## src/rtl/red_unit.sv

```systemverilog
// Lane-reduction unit: sums all LANE_W-bit lanes of A and B, one lane pair per cycle.
// Latency LANES cycles from accept to out_valid; out_valid/Out hold while out_ready is low.
module red_unit #(
   parameter int DATA_W = 16,
   parameter int LANE_W = 4
) (
   input  logic              clk,
   input  logic              rst,
   input  logic              in_valid,
   output logic              in_ready,
   input  logic [DATA_W-1:0] A,
   input  logic [DATA_W-1:0] B,
   input  logic              signed_mode,
   output logic              out_valid,
   input  logic              out_ready,
   output logic [DATA_W-1:0] Out
);

   localparam int LANES = DATA_W / LANE_W;
   localparam int ACC_W = LANE_W + $clog2(2 * LANES);
   localparam int IDX_W = (LANES > 1) ? $clog2(LANES) : 1;
   localparam logic [IDX_W-1:0] IDX_LAST = IDX_W'(LANES - 1);

   if (DATA_W % LANE_W != 0) begin : g_bad_split
      $error("red_unit: DATA_W must be a multiple of LANE_W");
   end
   if (LANES < 2) begin : g_bad_lanes
      $error("red_unit: need at least two lanes");
   end
   if (ACC_W > DATA_W) begin : g_bad_acc
      $error("red_unit: accumulator wider than DATA_W");
   end

   typedef enum logic [1:0] {
      IDLE = 2'd0,
      BUSY = 2'd1,
      DONE = 2'd2
   } state_t;

   state_t            state_q, state_d;
   logic [DATA_W-1:0] a_q, a_d;
   logic [DATA_W-1:0] b_q, b_d;
   logic              sm_q, sm_d;
   logic [ACC_W-1:0]  acc_q, acc_d;
   logic [IDX_W-1:0]  idx_q, idx_d;
   logic [DATA_W-1:0] out_q, out_d;

   logic [LANE_W-1:0] lane_a, lane_b;
   logic [ACC_W-1:0]  sum;
   logic [DATA_W-1:0] sum_ext;

   function automatic logic [ACC_W-1:0] ext_lane(input logic [LANE_W-1:0] l, input logic s);
      ext_lane = {{(ACC_W - LANE_W){s & l[LANE_W-1]}}, l};
   endfunction

   // Lane mux over the captured operands; constant part-selects only.
   always_comb begin
      lane_a = '0;
      lane_b = '0;
      for (int i = 0; i < LANES; i++) begin
         if (idx_q == IDX_W'(i)) begin
            lane_a = a_q[i*LANE_W +: LANE_W];
            lane_b = b_q[i*LANE_W +: LANE_W];
         end
      end
   end

   assign sum = acc_q + ext_lane(lane_a, sm_q) + ext_lane(lane_b, sm_q);

   always_comb begin
      sum_ext = '0;
      sum_ext[ACC_W-1:0] = sum;
      for (int k = ACC_W; k < DATA_W; k++) begin
         sum_ext[k] = sm_q & sum[ACC_W-1];
      end
   end

   always_comb begin
      state_d = state_q;
      a_d     = a_q;
      b_d     = b_q;
      sm_d    = sm_q;
      acc_d   = acc_q;
      idx_d   = idx_q;
      out_d   = out_q;
      case (state_q)
         IDLE: begin
            if (in_valid) begin
               a_d     = A;
               b_d     = B;
               sm_d    = signed_mode;
               acc_d   = '0;
               idx_d   = '0;
               state_d = BUSY;
            end
         end
         BUSY: begin
            acc_d = sum;
            idx_d = idx_q + IDX_W'(1);
            if (idx_q == IDX_LAST) begin
               out_d   = sum_ext;
               idx_d   = '0;
               state_d = DONE;
            end
         end
         DONE: begin
            if (out_ready) begin
               state_d = IDLE;
            end
         end
         default: state_d = IDLE;
      endcase
   end

   always_ff @(posedge clk) begin
      if (rst) begin
         state_q <= IDLE;
         a_q     <= '0;
         b_q     <= '0;
         sm_q    <= 1'b0;
         acc_q   <= '0;
         idx_q   <= '0;
         out_q   <= '0;
      end else begin
         state_q <= state_d;
         a_q     <= a_d;
         b_q     <= b_d;
         sm_q    <= sm_d;
         acc_q   <= acc_d;
         idx_q   <= idx_d;
         out_q   <= out_d;
      end
   end

   // Handshake outputs decode registered state only.
   assign in_ready  = (state_q == IDLE);
   assign out_valid = (state_q == DONE);
   assign Out       = out_q;

endmodule

```

## config.mk

```make
export PLATFORM = sky130hd
export DESIGN_NAME = red_unit
export DESIGN_NICKNAME = d
export VERILOG_FILES = /design/src/rtl/red_unit.sv
export SDC_FILE = /design/constraint.sdc
export NUM_CORES = 1
export LEC_CHECK = 0
export CORE_ASPECT_RATIO = 1.25
export CORE_MARGIN = 5
export CORE_UTILIZATION = 35
export DETAILED_ROUTE_END_ITERATION = 12
export PLACE_DENSITY = 0.57
export SLEW_MARGIN = 30
export SYNTH_ARGS = -nofsm -noshare
export SYNTH_HDL_FRONTEND = slang
export SYNTH_SLANG_ARGS = --single-unit
```

## constraint.sdc

```tcl
create_clock -name clk -period 4.7 [get_ports clk]
set_input_delay 0.705 -clock clk [delete_from_list [all_inputs] [get_ports clk]]
set_output_delay 0.705 -clock clk [all_outputs]
set_load 0.02 [all_outputs]
```

### Yosys cells after proc, flatten, opt, wreduce, memory -nomap -nowiden

Cells that the tools add are included.

* register bits after elaboration: 52
* bits of input ports: 37
* output and inout bits: 18
* logic and storage cells: 45

* $add $sub $neg: 3
* equality and inequality tests: 8
* mux-type cells: 17
* bitwise operators: 3
* reduce and logical (&&, ||, !) cells: 7

Operator list (count)
* 4-bit two-way mux: 8
* 7-bit adder: 2
* 7-bit case mux with 2 select lines: 1
* 2-bit two-way mux: 5
* 7-bit two-way mux: 1
* 2-bit == test (second input constant): 3
* 2-bit case mux with 3 select lines: 1
* 2-bit AND reduction: 3
* 2-bit by 1-bit == test with 1-bit output (second input constant): 2
* 2-bit logical NOT: 2
* 2-bit != test (second input constant): 2
* 2-bit case mux with 2 select lines: 1
* 1-bit AND: 3
* 3-bit AND reduction: 1
* 2-bit by 1-bit adder with 2-bit output (second input constant): 1
* 2-bit by 1-bit != test with 1-bit output (second input constant): 1
* 2-bit nonzero test: 1

### Logic depth before layout (Yosys ltp)

* depth in word-level cells: 9
* depth in mapped cells: 19
* mapped depth without buffers: 18

### Worst setup path after synthesis

No wires, ideal clock.

* kind: reg-to-reg
* start point: reg idx_q[1]
* end point: reg out_q[6], in the netlist Out[6]
* setup time: 0.079 ns
* arrival time: 3.308 ns
* data required time: 4.621 ns
* setup slack: 1.312 ns
* stages on the path, launching flop included: 17
* path buffers: 1
* clock period less this slack: 3.388 ns
* path through: dfxtp_1 -> inv_1 -> ha_1 -> clkbuf_1 -> nor2_1 -> a21oi_1 -> o21ai_0 -> mux2i_1 -> fa_1 -> inv_1 -> ha_1 -> a21o_1 -> a21oi_1 -> o21bai_1 -> a21oi_1 -> xnor3_1 -> a211oi_2

* longest elaborated chain between the ends: 8
* elaborated cells between the ends (all ways): 17
* those cells by class: 2 x add/sub; 3 x eq/ne; 8 x mux; 2 x bitwise; 2 x reduce/logical

RTL lines
* from (decl): line 45 `logic [IDX_W-1:0] idx_q, idx_d;`
* from (signal assigned): line 130 `idx_q <= idx_d;`
* 2-bit logical NOT: line 61 `if (idx_q == IDX_W'(i)) begin`
* 4-bit two-way mux (4 in series): line 61
* 1-bit AND: line 53 `ext_lane = {{(ACC_W - LANE_W){s & l[LANE_W-1]}}, l};`
* 7-bit adder (2 in series): line 68 `assign sum = acc_q + ext_lane(lane_a, sm_q) + ext_lane(lane_b, sm_q);`
* to (signal assigned): line 131 `out_q <= out_d;`
* to (decl): line 46 `logic [DATA_W-1:0] out_q, out_d;`

Several ways; a longest one is shown, not always the timed one.
A chain may end at the register's enable or synchronous reset.

### Worst setup path after layout

* start point: reg idx_q[0]
* end point: reg out_q[6], in the netlist Out[6]

The elaborated chain is that of the path after synthesis.

==> impl_metrics.yaml <==
worst_setup_path:
  startpoint_type: "flop"
  crit_path_start: "idx_q[0]$_SDFFE_PP0P_"
  crit-reg2reg-capture: "Out[6]$_SDFFE_PP0P_"
  worst_ep_required_time_ps: 4920
  critPathKind: "reg2reg"
  r2r_start: "idx_q[0]$_SDFFE_PP0P_"
  ff2ff_setup_slack_ps: 930
  worst-path-max-fanout: 15
  cp-end-kind: "flop"
  crit_path_end: "Out[6]$_SDFFE_PP0P_"
  worstRegToRegCells: 12
  crit_arrival_ps: 4000
die:
  row_count: 35
  start_util_pct: 35.8
  die_height_um: 107
  num_io_pins: 55
  dieWidth_um: 87.3
  die_area_sq_um: 9320
  core_area_sq_um: 7310
final_layout:
  mostFrequentLayoutCell: "nand2_1"
  layout-drive-gt1-share_pct: 3.78
  areaGrowthSynthToFinish_pct: 23.5
  final_nets: 423
  layout_common_cells: "nand2_1 (93), a21oi_1 (53), clkdlybuf4s50_1 (53)"
  antenna_cells: 0
cts:
  cts-root-buf: "clkbuf_8"
  clock_sinks: 52
  clock_latency_ps: 300
  cts_buffer_depth: 2
  cts_setup_buffers: 0
  h-tree-depth: 2
  post_cts_resized: 0
  cts_tree: "yes"
  numCtsBuffers: 5
  clk_pin_slew_ps: 90
  cts_hold_buf: 0
sta:
  setup_viol: 0
  timing.fmax_mhz: 265
  rsz0062_at_grt: "false"
  hold_ws_ps: 458
  period_share_pct: 80.3
  post-route-min-period_ps: 3770
  relSlewSlack_pct: 56.4
  final_max_slew_viol_count: 0
  hold_violations: 0
  tightest_slew_ps: 653
  tns_ps: 0
  fin_worst_skew_ps: 3.23
synthesis:
  synth_seq_area_share_pct: 39.8
  synth_compound_area_share_pct: 16.2
  synth_top_family_by_area: "simple AND/OR/NAND/NOR gates"
  yosys.area_share.simple_pct: 21.2
  syn-cell-area_sq_um: 2620
  synth.area.top_cells: "dfxtp_1 (40%), nand2_1 (13%), a21oi_1 (10%)"
  synth_nets: 390
  yosysTopAreaCellShare_pct: 39.8
  ys_types: 31
  synth_area_leader_cell: "dfxtp_1"
  synth.area.mux_share_pct: 2.68
  synth-xor-area-share_pct: 2.87
  syn_avg_cell_area_sq_um: 7.76
  syn_inst: 337
  ys_ff_latch: 52
  yosys_warnings: 0
  synthAdderAreaFrac_pct: 9.09
global_routing:
  grt_pass1_wl_mm: 9.88
  globalRouteOverflowTotal: 0
  grt_antenna_before_repair: 0
  grt_max_degree: 55
  grt_pass1_vias: 2120
  grt_usage_pct: 13.1
worst_hold_path:
  min_path_cells: 2
  hold_path.class: "reg2reg"
power:
  p_seq_share_pct: 53.1
  internal-power_w: 0.000664
  pwr-share-comb_pct: 17.1
  switching_share_pct: 26.2
  ir_drop_mv: 0.138
  p_switching_w: 0.000236
  p_per_area_nw_per_um2: 278
  power.share.clock_pct: 29.8
  p_leak_nw: 1.24
route:
  post_drt_wl_per_cell_um: 12.6
  drc: 0
  drt_pass1_iterations: 4
  drtIter0Drc: 88
  vias: 2169
  ant_nets: 0
  via_per_inst: 4.69
  wl_mm: 5.83
place:
  dp_hpwl_mm: 4.40
  gp_routability_congestion: 0.880
  port_buffers: 54
run_status:
  status: "complete, no violations"
flow_run:
  cap_violations: 0
## through the flow
stage	total power, W	std cells	worst slack [ps]	cell area, sq um	utilization [%]
final	0.000900	462	926	3230	44.2
after global routing	0.000952	462	684	3230	44.2
after CTS	0.000911	462	916	3230	44.1
after detailed placement	0.000644	455	950	3130	42.8
after global placement	0.000642	455	1100	3130	42.8
after floorplan	0.000585	337	1310	2620	-
## metal layers
layer	wire length (um)	GRT usage (%)
met4	77	3.95
met5	0	0
met3	284	2.23
met1	2740	17.5
met2	2720	21.3
## flip-flops by register name (all words and copies together) (netlist names)
signal,flops
Out,8
a_q,16
acc_q,7
b_q,16
idx_q,2
sm_q,1
state_q,2
## worst min-delay path by stage
stage / slack, ps / end / start
after floorplan: 440 / a_q[12]$_SDFFE_PP0P_ / a_q[12]$_SDFFE_PP0P_
after global placement: 440 / Out[5]$_SDFFE_PP0P_ / Out[5]$_SDFFE_PP0P_
after detailed placement: 450 / Out[5]$_SDFFE_PP0P_ / Out[5]$_SDFFE_PP0P_
after CTS: 460 / Out[5]$_SDFFE_PP0P_ / Out[5]$_SDFFE_PP0P_
after global routing: 480 / Out[5]$_SDFFE_PP0P_ / Out[5]$_SDFFE_PP0P_
final: 460 / Out[5]$_SDFFE_PP0P_ / Out[5]$_SDFFE_PP0P_
## critical path, cell delays in order, from the launching register on
cell and delay (ps):
dfxtp_1 420, ha_1 610, a211oi_1 120, a221oi_2 360, inv_1 100, fa_1 500, inv_1 40, ha_1 330
a21oi_1 230, o21bai_1 90, a21oi_1 190, xnor3_1 470, a211oi_2 220
## kinds of logic after synthesis
| family | after synthesis |
|---|---|
| compound gates | 75 |
| fa+ha+maj | 16 |
| mux | 7 |
| buf+inv | 48 |
| simple gates | 132 |
| xor+xnor | 7 |
| flops | 52 |
## power by group through the flow
stage | clock network, W | logic [W] | registers [W]
after CTS | 0.000277 | 0.000156 | 0.000478
final | 0.000268 | 0.000154 | 0.000478
after floorplan | 0 | 0.000103 | 0.000482
after detailed placement | 0 | 0.000155 | 0.000488
after global routing | 0.000295 | 0.000176 | 0.000480
after global placement | 0 | 0.000154 | 0.000488
## cell type report
cell class / count / area, sq um
Timing Repair Buffer: 55 / 546
Tap cell: 92 / 115
Sequential cell: 52 / 1040
Multi-Input combinational cell: 237 / 1360
Fill cell: 767 / 4080
Clock buffer: 7 / 96.3
Inverter: 19 / 71.3
## cells in the mapped netlist
master    instances
xnor2_1           5
xor2_1            1
xnor3_1           1
dfxtp_1          52
a31oi_1           3
and2_1            3
nor2b_1           3
a221oi_2          1
buf_4             9
a211oi_2          1
a31o_2            1
o21bai_1          1
nand3b_1          4
inv_1            19
ha_1             11
fa_1              5
a21oi_1          53
nand2_1          93
nand2_2           1
o21ai_0           7
nand4b_1          1
a21o_1            2
nor2_1           17
clkbuf_1         19
mux2i_1           7
nand2b_1          3
o31ai_1           1
nand3_1           5
nor3b_1           2
buf_2             1
a211oi_1          5
Note: power is estimated with default switching activity, not from simulation.
